File: config.mk
export PLATFORM = sky130hd
export DESIGN_NAME = byte_packer
export DESIGN_NICKNAME = d
export VERILOG_FILES = /design/src/rtl/byte_packer_pkg.sv /design/src/rtl/byte_packer_timeout_ctr.sv /design/src/rtl/byte_packer.sv
export SDC_FILE = /design/constraint.sdc
export NUM_CORES = 1
export LEC_CHECK = 0
export ABC_AREA = 1
export CAP_MARGIN = 25
export CORE_AREA = 4 4 76 78
export CTS_CLUSTER_SIZE = 14
export DETAILED_ROUTE_END_ITERATION = 10
export DIE_AREA = 0 0 80 82
export GPL_ROUTABILITY_DRIVEN = 1
export HOLD_SLACK_MARGIN = 0.06
export PLACE_DENSITY_LB_ADDON = 0.05
export SYNTH_ARGS = -nofsm -noshare
export SYNTH_HDL_FRONTEND = slang
export SYNTH_SLANG_ARGS = --single-unit
File: constraint.sdc
create_clock -name clk -period 1.4 [get_ports clk]
set_input_delay 0.14 -clock clk [delete_from_list [all_inputs] [get_ports clk]]
set_output_delay 0.14 -clock clk [all_outputs]
set_load 0.05 [all_outputs]
File: src/rtl/byte_packer_pkg.sv
// byte_packer_pkg: shared constants for the byte packer drain stage.
// Holds default geometry (byte width, lanes, lane counter width, idle timeout)
// and the two FSM state codes {FILL, HOLD} as plain logic constants.
package byte_packer_pkg;

  localparam int DATA_W_DEF  = 8;   // byte width, matches the circular buffer
  localparam int LANES_DEF   = 4;   // bytes per output word
  localparam int LANE_W_DEF  = 3;   // log2(LANES)+1, holds 0..LANES
  localparam int TIMEOUT_DEF = 16;  // idle cycles before a partial flush
  localparam int TMO_W_DEF   = 5;   // idle counter width, holds TIMEOUT

  // FSM state codes
  localparam logic [0:0] ST_FILL = 1'b0;  // popping bytes into lanes
  localparam logic [0:0] ST_HOLD = 1'b1;  // word presented, waiting for handshake

endpackage

File: src/rtl/byte_packer_timeout_ctr.sv
// pack_timeout_ctr: idle counter that requests a partial-word flush.
// Ports: clk, rst_n (async active-low), inc (idle this cycle), clr (activity),
//        expired (this edge completes TIMEOUT idle cycles).
// Only built when BYTE_PACKER_TIMEOUT_EN is defined.
`ifdef BYTE_PACKER_TIMEOUT_EN
module pack_timeout_ctr
  import byte_packer_pkg::*;
#(
  parameter int TIMEOUT = TIMEOUT_DEF,
  parameter int TMO_W   = TMO_W_DEF
) (
  input  logic clk,
  input  logic rst_n,
  input  logic inc,
  input  logic clr,
  output logic expired
);

  logic [TMO_W-1:0] r_cnt;

  // The counter would reach TIMEOUT on this edge: flag it now so the owner
  // changes state on the same edge, and restart from zero.
  assign expired = inc & ~clr & (r_cnt == TMO_W'(TIMEOUT - 1));

  always_ff @(posedge clk or negedge rst_n) begin
    if (!rst_n) begin
      r_cnt <= '0;
    end else if (clr || expired) begin
      r_cnt <= '0;
    end else if (inc) begin
      r_cnt <= r_cnt + TMO_W'(1);
    end
  end

endmodule
`endif

File: src/rtl/byte_packer.sv
// byte_packer: pops bytes from the 8-bit circular buffer and packs LANES of
// them (first byte in lane 0, the least-significant lane) into one wide word.
// Ports: clk, rst_n (async active-low); buf_empty/buf_data in, buf_read_en out
//        (buffer pop side, data valid the cycle after read_en);
//        out_data/out_bytes/out_valid out, out_ready in (valid/ready word port).
// Optional macro BYTE_PACKER_TIMEOUT_EN: flush a partial word after TIMEOUT
// idle cycles; without it only full LANES-byte words are emitted.
module byte_packer
  import byte_packer_pkg::*;
#(
  parameter int DATA_W = DATA_W_DEF,
  parameter int LANES  = LANES_DEF,
  parameter int LANE_W = LANE_W_DEF
`ifdef BYTE_PACKER_TIMEOUT_EN
  ,
  parameter int TIMEOUT = TIMEOUT_DEF,
  parameter int TMO_W   = TMO_W_DEF
`endif
) (
  input  logic                      clk,
  input  logic                      rst_n,
  input  logic                      buf_empty,
  input  logic [DATA_W-1:0]         buf_data,
  output logic                      buf_read_en,
  output logic [DATA_W*LANES-1:0]   out_data,
  output logic [LANE_W-1:0]         out_bytes,
  output logic                      out_valid,
  input  logic                      out_ready
);

  logic [0:0]              r_state;
  logic [LANE_W-1:0]       r_lane_cnt;
  logic                    r_rd_pend;
  logic [DATA_W*LANES-1:0] r_out_data;
  logic [LANE_W-1:0]       r_out_bytes;

  logic                    w_fill;
  logic [LANE_W:0]         w_occupied;
  logic                    w_read_en;
  logic                    w_capture;
  logic                    w_last;
  logic                    w_flush;

  assign w_fill = (r_state == ST_FILL);

  // Lanes already written plus the byte still in flight; reads stop once this
  // covers every lane, so lane_cnt can never pass LANES.
  assign w_occupied = {1'b0, r_lane_cnt} + (LANE_W + 1)'(r_rd_pend);

  // Gated by rst_n so no pop is requested while reset is held.
  assign w_read_en = rst_n & w_fill & ~buf_empty &
                     (w_occupied < (LANE_W + 1)'(LANES));

  assign w_capture = w_fill & r_rd_pend;
  assign w_last    = w_capture & (r_lane_cnt == LANE_W'(LANES - 1));

`ifdef BYTE_PACKER_TIMEOUT_EN
  logic w_tmo_inc;
  logic w_tmo_clr;
  logic w_tmo_expired;

  // Idle: a partial word is waiting, nothing in flight, buffer has nothing.
  assign w_tmo_inc = w_fill & (r_lane_cnt != '0) & ~r_rd_pend & buf_empty;
  assign w_tmo_clr = ~w_fill | w_capture | (r_lane_cnt == '0);

  pack_timeout_ctr #(
    .TIMEOUT (TIMEOUT),
    .TMO_W   (TMO_W)
  ) u_tmo (
    .clk     (clk),
    .rst_n   (rst_n),
    .inc     (w_tmo_inc),
    .clr     (w_tmo_clr),
    .expired (w_tmo_expired)
  );

  // A capture on the same edge wins over the flush.
  assign w_flush = w_tmo_expired & ~w_capture;
`else
  assign w_flush = 1'b0;
`endif

  always_ff @(posedge clk or negedge rst_n) begin
    if (!rst_n) begin
      r_state     <= ST_FILL;
      r_lane_cnt  <= '0;
      r_rd_pend   <= 1'b0;
      r_out_data  <= '0;
      r_out_bytes <= '0;
    end else begin
      r_rd_pend <= w_read_en;
      if (w_fill) begin
        if (w_capture) begin
          for (int k = 0; k < LANES; k++) begin
            if (r_lane_cnt == LANE_W'(k)) begin
              r_out_data[k*DATA_W +: DATA_W] <= buf_data;
            end
          end
          r_lane_cnt <= r_lane_cnt + LANE_W'(1);
          if (w_last) begin
            r_state     <= ST_HOLD;
            r_out_bytes <= LANE_W'(LANES);
          end
        end else if (w_flush) begin
          r_state     <= ST_HOLD;
          r_out_bytes <= r_lane_cnt;
        end
      end else if (out_ready) begin
        // Handshake: clear lanes so a later partial word shows zeros above it.
        r_state     <= ST_FILL;
        r_lane_cnt  <= '0;
        r_out_data  <= '0;
        r_out_bytes <= '0;
      end
    end
  end

  assign buf_read_en = w_read_en;
  assign out_data    = r_out_data;
  assign out_bytes   = r_out_bytes;
  assign out_valid   = (r_state == ST_HOLD);

endmodule

==> reports/qor.csv, run 1 <==
stage,metric,value,unit
timing,final hold vios,0,
outcome,run status,completed,
route,DRC Markers,0,
finish,area delta synth->final,59.2,%
critical_path,Worst Setup End Kind,primary output,
die,Die Ht,82,µm
critical_path,CP Max Fanout,2,
critical_path,crit path from,out_valid,
critical_path,Crit path top cell by count,nor2_4,
critical_path,Startpoint Class,flip-flop,
clocking,clk_lat worst skew,0.29,ns
finish,design area,2790,µm²
pwr,PwrDens,2570,nW/µm²
pwr,Leak Pwr,1.44,nW
synthesis,largest area contributor in the netlist,dfrtp_1,
critical_path,reg2reg path depth,5,
timing,Worst Skew,0.00407,ns
finish,Final Non-Filler Cells,330,
route,routed wire length,4860,µm
place,Post-Place Cells,318,
die,die width,80,µm
timing,unrepaired setup endpoints after global routing,yes,
die,Initial Util,34.6,%
timing,Final Cycle Share,97.9,%
finish,# diodes,0,
clocking,Root Buffer,clkbuf_8,
min_path,Hold/Removal Path Class,input port to flip-flop,
place,port buffer count,46,
finish,nets,277,
critical_path,flop-to-flop setup slack,0.10,ns
clocking,Num CTS Buffers,5,
timing,min Tclk post-route,1.37,ns
min_path,hold wc startpoint,buf_data[0],
route,1st-iter DRT viols,76,
global_routing,vias in the first global route,1500,
synthesis,count of cell types in the netlist,15,
pwr,VDD IR max,1190,µV
route,total number of vias,1543,
timing,Final Max Slew Viols,0,
clocking,CTS tree,built,
timing,Setup TNS,0,ns
route,routed vias/inst,4.68,
place,Placed Area,2590,µm²
synthesis,Yosys reg bits,38,
route,router iterations before antenna repair,4,
finish,"commonest non-fill, non-tap cell in the layout",nand3_1,
timing,Max Fclk,730,MHz
critical_path,worst path required time,1.26,ns
global_routing,first-pass GRT wire length,7640,µm
die,Core Area,5070,µm²
die,row count,26,
critical_path,CP Capture Point,buf_read_en,
place,GPL Wtd Cong,0.822,
synthesis,sequential share of the synthesized area,54.2,%
critical_path,largest stage delay on the critical path,0.43,ns
finish,ratio of cells with drive above 1 in the final layout,26.5,%
timing,final setup violation count,0,
synthesis,warnings from Yosys,0,
min_path,hold depth,3,
critical_path,reg2reg end,out_data[19],
finish,most frequent cells in the layout,"58 x nand3_1, 53 x nand2_1, 36 x dfrtp_1, 31 x buf_12, 15 x inv_1",
critical_path,reg2reg start,out_valid,
synthesis,synthesized cell area,1750,µm²
synthesis,mean post-synth cell area,8.60,µm²
global_routing,Total GRT Usage,15.5,%
clocking,H-Tree Depth,2,
route,post-route ant nets,0,
clocking,CTS max path bufs,2,
synthesis,synth top area cells,"dfrtp_1 54%, nand3_1 17%, nand2_1 12%",
global_routing,initial antenna violation count,0,
clocking,clk sinks,38,
place,Post-DP HPWL,3320,µm
global_routing,largest net degree at the start of global routing,39,
synthesis,Synth top area share,54.2,%
flow_run,max cap viols,0,
critical_path,"Max stage delay cell, worst path",dfrtp_2,
global_routing,global route overflow,0,
die,Die Footprint,6560,µm²
synthesis,Cells after Synth,204,
route,per-cell routed wire length,14.7,µm
die,I/O pins,49,
critical_path,crit path kind,flip-flop to primary output,
critical_path,Worst EP arrival,1.23,ns
finish,Layout Utilization,55.0,%
critical_path,CP cell instances,"nor2_4, nand3b_1, nor2_4, buf_12",
clocking,clock-pin slew on the worst setup and hold paths,0.07,ns
[stage by stage]
stage	hold WS, ns	setup WS, ns	total power, mW
3_5_place_dp	0.272	0.0917	6.16
3_3_place_gp	0.281	0.112	6.13
2_1_floorplan	-0.156	0.00912	4.06
4_1_cts	0.427	0.00808	7.18
6_report	0.430	0.0299	7.17
5_1_grt	0.436	-0.0257	7.56
[per-layer routing]
layer  wire length, µm  global-route usage (%)  vias to the layer above
met3               306                    3.95                        8
met4                79                    5.57                        0
met1              2260                    21.5                      714
met5                 0                       0                        -
met2              2210                    23.6                       51
li1                  -                       -                      770
[worst min path at each step]
stage                         endpoint  slack, ns
after global routing      out_data[31]       0.44
after global placement    out_bytes[2]       0.28
after floorplan           out_bytes[2]      -0.16
after CTS                 out_data[27]       0.43
final                     out_data[24]       0.43
after detailed placement  out_bytes[2]       0.27
[layout make-up]
class / count / area [µm²]
Fill cell: 470 / 2280
Sequential cell: 38 / 953
Timing Repair Buffer: 56 / 833
Multi-Input combinational cell: 142 / 738
Tap cell: 70 / 87.6
Clock buffer: 6 / 82.6
Inverter: 17 / 67.6
Clock inverter: 1 / 30.0
[sequential cells by signal (all words and copies together), names as in the netlist]
signal and cells:
out_data 32, out_valid 1, out_bytes 1, r_lane_cnt 3
r_rd_pend 1
[Yosys cell counts, drive strengths merged]
master  instances
dfrtp          38
nand3b          1
nand2          60
nor2           11
nand3          58
conb            1
buf             9
ha              5
o21ai           4
inv            17
[critical path, delay by kind of cell (launching register included)]
family | cells | cell delay, ns
DFF | 1 | 0.43
and+or+nand+nor | 3 | 0.37
buffers and inverters | 1 | 0.15
[power breakdown]
group	internal, mW	switching (mW)
sequential	1.54	0.482
clock	0.570	0.374
combinational	1.85	2.35
total	3.97	3.21
[cell families (layout without fill, tap and decap cells)]
kind of cell | after synthesis | after routing | share of synthesized area (%)
simple gates | 130 | 131 | 33.3
flops | 38 | 38 | 54.2
buf+inv | 26 | 80 | 7.56
fa+ha+maj | 5 | 5 | 3.57
other cells | 1 | 2 | 0.214
compound gates | 4 | 4 | 1.14
[what timing repair did]
action	in CTS	in global routing
endpoints found under the setup margin	1	20
hold buffers	1	0
resized for setup	2	13
pin swaps	2	2
setup buffers	3	0
cloned	0	1
endpoints found under the hold margin	38	0
No activity file was read; power rests on OpenSTA's default activity.
==> inputs of run 2 (changes only) <==
--- a/config.mk
+++ b/config.mk
@@ -7,10 +7,10 @@
 export LEC_CHECK = 0
 export ABC_AREA = 1
 export CAP_MARGIN = 25
-export CORE_AREA = 4 4 76 78
+export CORE_AREA = 4 4 82 84
 export CTS_CLUSTER_SIZE = 14
 export DETAILED_ROUTE_END_ITERATION = 10
-export DIE_AREA = 0 0 80 82
+export DIE_AREA = 0 0 86 88
 export GPL_ROUTABILITY_DRIVEN = 1
 export HOLD_SLACK_MARGIN = 0.06
 export PLACE_DENSITY_LB_ADDON = 0.05
==> constraint.sdc (replaced) <==
create_clock -name clk -period 1.15 [get_ports clk]
set_input_delay 0.115 -clock clk [delete_from_list [all_inputs] [get_ports clk]]
set_output_delay 0.115 -clock clk [all_outputs]
set_load 0.05 [all_outputs]
==> run 2 against run 1 <==
  * The run now ends with negative setup slack left
  * Register-to-register slack got worse by 0.25 ns
  * First-iteration DRC count up 2.6%
  * Critical path depth unchanged
  * Sequential power is 26% higher
  * Sequential share of layout area fell by 5.3 points
  * Die area is 15% higher
  * Cell count rose by 6.7%
  * Via count up 8.6%
  * Critical endpoint unchanged
  * Highest routed layer unchanged
==> reports/qor.csv, run 2 (same netlist as run 1, synthesis figures left out) <==
stage,metric,value,unit
min_path,Hold/Removal Path Class,input port to flip-flop,
min_path,hold depth,3,
timing,final hold vios,0,
finish,"commonest non-fill, non-tap cell in the layout",nand2_1,
pwr,PwrDens,2870,nW/µm²
flow_run,max cap viols,0,
route,router iterations before antenna repair,4,
timing,final setup violation count,39,
critical_path,CP Max Fanout,3,
clocking,CTS tree,built,
route,per-cell routed wire length,16.0,µm
route,routed vias/inst,4.76,
die,Die Footprint,7570,µm²
finish,most frequent cells in the layout,"50 x nand2_1, 44 x nand3_1, 37 x dfrtp_1, 36 x buf_12, 14 x buf_4",
finish,Layout Utilization,55.8,%
timing,worst setup margin,-0.230,ns
finish,area delta synth->final,88.4,%
critical_path,reg2reg end,r_lane_cnt[1],
finish,nets,294,
clocking,H-Tree Depth,2,
timing,min Tclk post-route,1.38,ns
finish,max reg flops,32,
place,GPL Wtd Cong,0.757,
clocking,clk sinks,38,
global_routing,global route overflow,0,
outcome,failing checks,negative setup slack,
critical_path,Worst EP arrival,1.26,ns
critical_path,worst path required time,1.03,ns
global_routing,Total GRT Usage,15.1,%
route,total number of vias,1676,
clocking,Num CTS Buffers,5,
route,DRC Markers,0,
global_routing,largest net degree at the start of global routing,39,
die,row count,28,
critical_path,Startpoint Class,flip-flop,
place,port buffer count,46,
finish,fill count,500,
die,Die Ht,88,µm
timing,Max Fclk,725,MHz
pwr,VDD IR max,1810,µV
pwr,Leak Pwr,1.62,nW
timing,Final Cycle Share,120,%
pwr,total power,9.47,mW
die,Core Area,5920,µm²
place,Post-DP HPWL,3420,µm
critical_path,Worst Setup End Kind,primary output,
die,Initial Util,29.6,%
route,1st-iter DRT viols,78,
min_path,hold wc startpoint,rst_n,
route,Detail Route met3 WL,490,µm
outcome,run status,"finished, violations left",
die,die width,86,µm
route,met2 wire len,2500,µm
global_routing,initial antenna violation count,0,
global_routing,first-pass GRT wire length,8650,µm
route,top routing layer used,met4,
die,I/O pins,49,
clocking,clk_lat worst skew,0.29,ns
critical_path,crit path kind,flip-flop to primary output,
critical_path,reg2reg path depth,7,
min_path,hold path endpoint,r_rd_pend,
timing,unrepaired setup endpoints after global routing,yes,
place,Placed Area,2720,µm²
critical_path,reg2reg start,out_valid,
clocking,Root Buffer,clkbuf_8,
clocking,CTS max path bufs,2,
global_routing,vias in the first global route,1612,
finish,design area,3300,µm²
finish,ratio of cells with drive above 1 in the final layout,41.2,%
timing,Worst Skew,0.00930,ns
finish,# diodes,0,
route,routed wire length,5620,µm
route,WL met1,2560,µm
timing,Final Max Slew Viols,0,
route,post-route ant nets,0,
timing,Setup TNS,-3.10,ns
clocking,clock-pin slew on the worst setup and hold paths,0.08,ns
critical_path,flop-to-flop setup slack,-0.15,ns
==> run 2: worst max-delay path: stages (launching register included) <==
cell and delay, ns:
dfrtp_2 0.45, nor2_4 0.13, nand3b_1 0.12, nor2_4 0.14
buf_12 0.14
==> run 2: final cells by class <==
cell class / count / area [µm²] / area share (%)
Tap cell: 75 / 93.8 / 2.84
Timing Repair Buffer: 71 / 1120 / 33.9
Sequential cell: 38 / 952 / 28.8
Multi-Input combinational cell: 144 / 953 / 28.9
Clock buffer: 6 / 82.6 / 2.50
Inverter: 17 / 72.6 / 2.20
Clock inverter: 1 / 30.0 / 0.909
==> run 2: repair_timing <==
item,in CTS,in global routing
endpoints found under the setup margin,39,39
gates cloned,3,5
buffers inserted,2,4
resized for setup,19,44
hold buffers,1,0
endpoints found under the hold margin,38,0
pin swaps,4,8
==> run 2: worst max path at each step <==
stage | startpoint | endpoint | slack (ns) | depth (start not counted)
5_1_grt | out_valid | buf_read_en | -0.28 | 4
3_3_place_gp | r_lane_cnt[0] | out_data[30] | -0.16 | 6
3_5_place_dp | r_lane_cnt[0] | out_data[27] | -0.20 | 6
2_1_floorplan | out_valid | r_rd_pend | -0.20 | 4
4_1_cts | out_valid | buf_read_en | -0.23 | 4
6_report | out_valid | buf_read_en | -0.23 | 4
==> run 2: metal layers <==
layer / track usage, % / vias to the layer above
met5: 0 / -
met4: 3.88 / 0
met3: 3.57 / 7
met2: 21.8 / 60
met1: 22.5 / 805
li1: - / 804
==> run 2: power breakdown <==
part | internal [mW] | total (mW) | leakage, nW | switching, mW
registers | 1.88 | 2.54 | 0.488 | 0.662
clock network | 0.695 | 1.18 | 0.0573 | 0.485
logic | 2.67 | 5.75 | 1.08 | 3.09
total | 5.24 | 9.47 | 1.62 | 4.23
==> run 2: metrics by stage <==
step,hold WS [ns],worst slack (ns),std cells
after floorplan,-0.181,-0.203,205
after global placement,0.264,-0.158,330
after detailed placement,0.251,-0.204,330
after CTS,0.160,-0.234,343
after global routing,0.165,-0.280,352
final,0.159,-0.230,352
==> inputs of run 3 (changes only) <==
--- a/config.mk
+++ b/config.mk
@@ -14,6 +14,7 @@
 export GPL_ROUTABILITY_DRIVEN = 1
 export HOLD_SLACK_MARGIN = 0.06
 export PLACE_DENSITY_LB_ADDON = 0.05
+export SLEW_MARGIN = 10
 export SYNTH_ARGS = -nofsm -noshare
 export SYNTH_HDL_FRONTEND = slang
 export SYNTH_SLANG_ARGS = --single-unit
==> results of run 3 <==
The final DEF is identical to that of run 2; final timing and power are the same.
